**config.mk**
```make
export PLATFORM = sky130hd
export DESIGN_NAME = vga_timing_ctrl
export DESIGN_NICKNAME = d
export VERILOG_FILES = /design/src/rtl/vga_timing_pkg.sv /design/src/rtl/pixel_tick_gen.sv /design/src/rtl/vga_timing_ctrl.sv
export SDC_FILE = /design/constraint.sdc
export NUM_CORES = 1
export LEC_CHECK = 0
export ABC_AREA = 1
export CORE_MARGIN = 2
export CORE_UTILIZATION = 40
export DETAILED_ROUTE_END_ITERATION = 6
export GPL_ROUTABILITY_DRIVEN = 0
export GPL_TIMING_DRIVEN = 0
export HOLD_SLACK_MARGIN = 0.06
export SLEW_MARGIN = 20
export SYNTH_ARGS = -nofsm -noshare
export SYNTH_HDL_FRONTEND = slang
export SYNTH_SLANG_ARGS = --single-unit
```
**constraint.sdc**
```tcl
create_clock -name CLKt -period 2.25 [get_ports CLKt]
set_input_delay 0.45 -clock CLKt [delete_from_list [all_inputs] [get_ports CLKt]]
set_output_delay 0.45 -clock CLKt [all_outputs]
set_load 0.05 [all_outputs]
```
**src/rtl/vga_timing_pkg.sv**
```systemverilog
// Shared run-state encoding, default VGA 640x480 timing and helpers for
// deriving line/frame totals and sync windows from the porch parameters.
package vga_timing_pkg;

  typedef enum logic [1:0] {
    IDLE      = 2'd0,
    RUN       = 2'd1,
    STOP_PEND = 2'd2
  } run_state_t;

  localparam int DEF_H_ACTIVE = 640;
  localparam int DEF_H_FP     = 16;
  localparam int DEF_H_SYNC   = 96;
  localparam int DEF_H_BP     = 48;
  localparam int DEF_V_ACTIVE = 480;
  localparam int DEF_V_FP     = 10;
  localparam int DEF_V_SYNC   = 2;
  localparam int DEF_V_BP     = 33;
  localparam int DEF_DIV      = 2;
  localparam int DEF_SYNC_POL = 0;

  localparam int CNT_W   = 10;
  localparam int FRAME_W = 8;

  function automatic int axis_total(input int active, input int fp, input int sync, input int bp);
    return active + fp + sync + bp;
  endfunction

  function automatic int sync_first(input int active, input int fp);
    return active + fp;
  endfunction

  function automatic int sync_last(input int active, input int fp, input int sync);
    return active + fp + sync - 1;
  endfunction

  function automatic int cnt_width(input int n);
    return (n > 1) ? $clog2(n) : 1;
  endfunction

  function automatic logic in_window(input logic [CNT_W-1:0] pos,
                                     input logic [CNT_W-1:0] first,
                                     input logic [CNT_W-1:0] last);
    return (pos >= first) && (pos <= last);
  endfunction

endpackage

```
**src/rtl/pixel_tick_gen.sv**
```systemverilog
// Clock divider producing a one-cycle pixel boundary pulse every DIV cycles;
// held at zero while clr is asserted so the first boundary is DIV cycles out.
module pixel_tick_gen
  import vga_timing_pkg::*;
#(
  parameter int DIV = DEF_DIV
) (
  input  logic clk,
  input  logic rst,
  input  logic clr,
  output logic tick
);

  localparam int DIV_W = cnt_width(DIV);
  localparam logic [DIV_W-1:0] LAST = DIV_W'(DIV - 1);

  logic [DIV_W-1:0] cnt;

  always_ff @(posedge clk) begin
    if (rst || clr) begin
      cnt <= '0;
    end else if (cnt == LAST) begin
      cnt <= '0;
    end else begin
      cnt <= cnt + DIV_W'(1);
    end
  end

  assign tick = !clr && (cnt == LAST);

endmodule

```
**src/rtl/vga_timing_ctrl.sv**
```systemverilog
// VGA raster sequencer: run/stop FSM, pixel counters and registered decode of
// sync, blanking and line/frame strobes, all aligned with the presented pixel.
module vga_timing_ctrl
  import vga_timing_pkg::*;
#(
  parameter int H_ACTIVE = DEF_H_ACTIVE,
  parameter int H_FP     = DEF_H_FP,
  parameter int H_SYNC   = DEF_H_SYNC,
  parameter int H_BP     = DEF_H_BP,
  parameter int V_ACTIVE = DEF_V_ACTIVE,
  parameter int V_FP     = DEF_V_FP,
  parameter int V_SYNC   = DEF_V_SYNC,
  parameter int V_BP     = DEF_V_BP,
  parameter int DIV      = DEF_DIV,
  parameter int SYNC_POL = DEF_SYNC_POL
) (
  input  logic               CLKt,
  input  logic               RST,
  input  logic               EN,
  output logic               PTICK,
  output logic [CNT_W-1:0]   HCOUNT,
  output logic [CNT_W-1:0]   VCOUNT,
  output logic               HSYNC,
  output logic               VSYNC,
  output logic               VIDON,
  output logic               LINE_START,
  output logic               FRAME_START,
  output logic [FRAME_W-1:0] FRAME_CNT,
  output logic               RUNNING
);

  localparam logic [CNT_W-1:0] H_LAST   = CNT_W'(axis_total(H_ACTIVE, H_FP, H_SYNC, H_BP) - 1);
  localparam logic [CNT_W-1:0] V_LAST   = CNT_W'(axis_total(V_ACTIVE, V_FP, V_SYNC, V_BP) - 1);
  localparam logic [CNT_W-1:0] H_VIS    = CNT_W'(H_ACTIVE);
  localparam logic [CNT_W-1:0] V_VIS    = CNT_W'(V_ACTIVE);
  localparam logic [CNT_W-1:0] HS_FIRST = CNT_W'(sync_first(H_ACTIVE, H_FP));
  localparam logic [CNT_W-1:0] HS_LAST  = CNT_W'(sync_last(H_ACTIVE, H_FP, H_SYNC));
  localparam logic [CNT_W-1:0] VS_FIRST = CNT_W'(sync_first(V_ACTIVE, V_FP));
  localparam logic [CNT_W-1:0] VS_LAST  = CNT_W'(sync_last(V_ACTIVE, V_FP, V_SYNC));
  localparam logic             SYNC_ON  = (SYNC_POL != 0);

  run_state_t state_q, state_d;
  logic       tick, div_clr, frame_end, start;

  logic [CNT_W-1:0]   hcount_p0, vcount_p0;
  logic               vld_p0, run_p0, hsync_p0, vsync_p0, vidon_p0, line_p0, frame_p0;
  logic [CNT_W-1:0]   hcount_p1, vcount_p1;
  logic               vld_p1, run_p1, hsync_p1, vsync_p1, vidon_p1, line_p1, frame_p1;
  logic [FRAME_W-1:0] frame_cnt_p1;

  assign div_clr = (state_q == IDLE);

  pixel_tick_gen #(
    .DIV (DIV)
  ) u_tick (
    .clk  (CLKt),
    .rst  (RST),
    .clr  (div_clr),
    .tick (tick)
  );

  assign frame_end = (hcount_p1 == H_LAST) && (vcount_p1 == V_LAST);

  // A pending stop is cancelled by EN before it can retire at the frame end.
  always_comb begin
    state_d = state_q;
    case (state_q)
      IDLE:      if (EN) state_d = RUN;
      RUN:       if (!EN) state_d = STOP_PEND;
      STOP_PEND: begin
        if (EN)                     state_d = RUN;
        else if (tick && frame_end) state_d = IDLE;
      end
      default:   state_d = IDLE;
    endcase
  end

  // Stage p0: next presented pixel and its decode
  always_comb begin
    run_p0    = (state_d != IDLE);
    start     = (state_q == IDLE) && run_p0;
    hcount_p0 = hcount_p1;
    vcount_p0 = vcount_p1;
    vld_p0    = 1'b0;
    if (!run_p0) begin
      hcount_p0 = '0;
      vcount_p0 = '0;
    end else if (start) begin
      hcount_p0 = '0;
      vcount_p0 = '0;
      vld_p0    = 1'b1;
    end else if (tick) begin
      vld_p0 = 1'b1;
      if (hcount_p1 == H_LAST) begin
        hcount_p0 = '0;
        vcount_p0 = (vcount_p1 == V_LAST) ? '0 : vcount_p1 + CNT_W'(1);
      end else begin
        hcount_p0 = hcount_p1 + CNT_W'(1);
      end
    end
    hsync_p0 = (run_p0 && in_window(hcount_p0, HS_FIRST, HS_LAST)) ? SYNC_ON : ~SYNC_ON;
    vsync_p0 = (run_p0 && in_window(vcount_p0, VS_FIRST, VS_LAST)) ? SYNC_ON : ~SYNC_ON;
    vidon_p0 = run_p0 && (hcount_p0 < H_VIS) && (vcount_p0 < V_VIS);
    line_p0  = vld_p0 && (hcount_p0 == '0);
    frame_p0 = line_p0 && (vcount_p0 == '0);
  end

  // Stage p1: registered outputs
  always_ff @(posedge CLKt) begin
    if (RST) begin
      state_q      <= IDLE;
      hcount_p1    <= '0;
      vcount_p1    <= '0;
      vld_p1       <= 1'b0;
      run_p1       <= 1'b0;
      hsync_p1     <= ~SYNC_ON;
      vsync_p1     <= ~SYNC_ON;
      vidon_p1     <= 1'b0;
      line_p1      <= 1'b0;
      frame_p1     <= 1'b0;
      frame_cnt_p1 <= '0;
    end else begin
      state_q   <= state_d;
      hcount_p1 <= hcount_p0;
      vcount_p1 <= vcount_p0;
      vld_p1    <= vld_p0;
      run_p1    <= run_p0;
      hsync_p1  <= hsync_p0;
      vsync_p1  <= vsync_p0;
      vidon_p1  <= vidon_p0;
      line_p1   <= line_p0;
      frame_p1  <= frame_p0;
      if (frame_p1) frame_cnt_p1 <= frame_cnt_p1 + FRAME_W'(1);
    end
  end

  assign PTICK       = vld_p1;
  assign HCOUNT      = hcount_p1;
  assign VCOUNT      = vcount_p1;
  assign HSYNC       = hsync_p1;
  assign VSYNC       = vsync_p1;
  assign VIDON       = vidon_p1;
  assign LINE_START  = line_p1;
  assign FRAME_START = frame_p1;
  assign FRAME_CNT   = frame_cnt_p1;
  assign RUNNING     = run_p1;

endmodule
```
==> results.ini <==
[finish]
nets = 403
drive_above_1_share_pct = 9.60
final-instance-count-excl-fill = 468
syn_to_final_growth_pct = 26.5
diodes = 0

[synthesis]
async_flop_share_pct = 0
ys.flop_type = dfxtp_1
ys_warn_count = 0
syn_nets = 358
synth_top_cell_area_share_pct = 33.8
ys_ff_latch = 38
synth_common_cells = 88 x nand2_1, 64 x nor2_1, 49 x inv_1
synthCells = 351
ys_seq_area_share_pct = 33.8
synth_enable_flop_cells = 0
synth_area_per_cell_sq_um = 6.42
synth_top_area_cell = dfxtp_1
yosysMostFrequentCell = nand2_1
ys_types = 29
syn_area_sq_um = 2250
synth.area.top_cells = dfxtp_1 34%, nand2_1 15%, nor2_1 11%, inv_1 8.2%, nand3_1 7.3%

[timing]
period_needed_ps = 2160
fin_setup_tns_ps = 0
setup_violations = 0
post-route-period-util_pct = 96.1
timing.fmax_mhz = 463
slew_headroom_pct = 58.4
max_slew.worst_pin.slew_ps = 625
hold_viol_final = 0
fin_ws_ps = 88.7
slew_violations = 0
finalClockSkew_ps = 6.75

[drt]
via_per_inst = 4.85
drc = 0
drt_first_pass_iters = 4
vias = 2270
final_antenna_net_count = 0
wl_per_cell_um = 12.1
drt_iter0_markers = 109
wl_mm = 5.66

[placed_design]
preCtsSetupSlack_ps = -248
dp_hpwl_mm = 4.35
portBuffers = 37
place_inst = 460

[grt]
grt_start_max_net_pins = 12
overflow = 0
globalRouteTotalUtil_pct = 19.5
grt_pass1_wl_mm = 9.58
antenna_found_initial = 0
grt_pass1_vias = 2039

[critical_path]
regToRegStartpoint = HCOUNT[0]
cp_data_required_time_ps = 1800
critical-path-max-stage-delay_ps = 880
arrival_ps = 1710
path_buf_inv = 1
worstPathMaxFanout = 8
cp-endpoint = HCOUNT[5]
r2r.worst_path.cells = 14
r2r_end = FRAME_START
worstSetupEndpointType = primary output
crit_family = buffers and inverters
crit_type = register to primary output
critPathLaunch = HCOUNT[5]
path_depth = 1
crit_chain = clkdlybuf4s50_1
r2r_slack_ps = 240
critPathLaunchType = register
slowest_stage = clkdlybuf4s50_1

[clocking]
clk_pin_slew_worst_paths_ps = 80
htreeDepth = 2
cts_hold_buf = 0
cts_root_buf = clkbuf_8
clock_sinks = 38
cts_buffer_depth = 2
cts_buffers = 5
cts_tree = done
insertion_delay_ps = 290

[pwr]
total_power_mw = 1.40
seq_power_share_pct = 49.2
ir_drop_mv = 0.311
comb_power_share_pct = 8.7
pwr-share-clk_pct = 42.2
leakage_nw = 1.29
swShare_pct = 23.5
p_sw_uw = 330
power.internal_mw = 1.07
power_density_nw_per_um2 = 491

[floorplan]
rows = 27
io_pins = 38
die_area_sq_um = 6250
core_sq_um = 5470
die_y_um = 79.1
fp.dieW_um = 79.1
start_util_pct = 41.2

[min_path]
hp-class = register to register

[run]
drv_cap = 0

[outcome]
run_status = completed

[cell type report]
type                            count  area (sq um)
Buffer                              4          32.5
Clock buffer                        6          82.6
Clock inverter                      1          30.0
Fill cell                         562          2620
Inverter                           55           206
Multi-Input combinational cell    254          1270
Sequential cell                    38           764
Tap cell                           72          90.1
Timing Repair Buffer               38           378
[worst min path at each step]
| stage | slack [ps] | cells after the start | start | end |
|---|---|---|---|---|
| floorplan | 440 | 1 | u_tick.cnt | u_tick.cnt |
| detailed placement | 450 | 1 | FRAME_CNT[7] | FRAME_CNT[7] |
| global placement | 450 | 1 | FRAME_CNT[7] | FRAME_CNT[7] |
| finish | 470 | 1 | FRAME_CNT[7] | FRAME_CNT[7] |
| global route | 490 | 1 | FRAME_CNT[7] | FRAME_CNT[7] |
| CTS | 470 | 1 | FRAME_CNT[7] | FRAME_CNT[7] |
[power by group through the flow]
| stage | Sequential, mW | Clock [mW] | Combinational [mW] |
|---|---|---|---|
| finish | 0.689 | 0.590 | 0.121 |
| CTS | 0.689 | 0.616 | 0.122 |
| floorplan | 0.731 | 0 | 0.0565 |
| global placement | 0.706 | 0 | 0.121 |
| detailed placement | 0.705 | 0 | 0.122 |
| global route | 0.690 | 0.636 | 0.133 |
[logic make-up (layout without fill, tap and decap cells)]
kind of cell | count (synthesis) | count (layout) | share of synthesized area (%)
xor gates and xnor gates | 3 | 3 | 1.17
and+or+nand+nor | 223 | 223 | 46.6
AOI/OAI and AO/OA | 24 | 24 | 5.61
DFF | 38 | 38 | 33.8
buffers and inverters | 59 | 104 | 10.6
adders and majority gates | 4 | 4 | 2.22
[per-stage QoR]
stage	util (%)	instance area, sq um	hold WS (ps)
after floorplan	-	2250	442
after global placement	49.6	2720	446
after detailed placement	49.6	2720	454
after CTS	51.7	2830	470
after global routing	52.1	2850	490
final	52.1	2850	466
[per-layer routing]
metal  share of wire, %  GRT usage (%)  vias to the layer above
met2                 46           30.3                       50
met3                4.4           3.75                       10
met1                 48           26.7                     1022
met5                  0              0                        -
met4                1.9           7.93                        0
li1                   -              -                     1188
[sequential cells by signal (all words and copies together) (netlist names), 2 cells and up]
register / count
VCOUNT: 10
state_q: 2
HCOUNT: 10
FRAME_CNT: 8
[cell usage in the layout, fill, tap and decap left out, types with 4 or more instances in the layout]
master / synthesis / layout
o21ai_0: 6 / 6
ha_1: 4 / 4
inv_1: 49 / 49
nand2_1: 88 / 87
nor2_1: 64 / 62
nor2_4: 5 / 6
clkdlybuf4s50_1: 0 / 37
nand3_1: 33 / 33
inv_2: 5 / 5
dfxtp_1: 38 / 37
clkbuf_8: 1 / 7
nor3_1: 8 / 8
nand4_1: 10 / 10
o21ai_1: 7 / 7
a21oi_1: 9 / 9
[repair_timing]
| item | 4_1_cts | 5_1_grt |
|---|---|---|
| resized for setup | 0 | 5 |
| setup buffers | 0 | 1 |
| endpoints found under the hold margin | 0 | 0 |
| endpoints found under the setup margin | 0 | 6 |
Note: power is estimated with default switching activity, not from simulation.
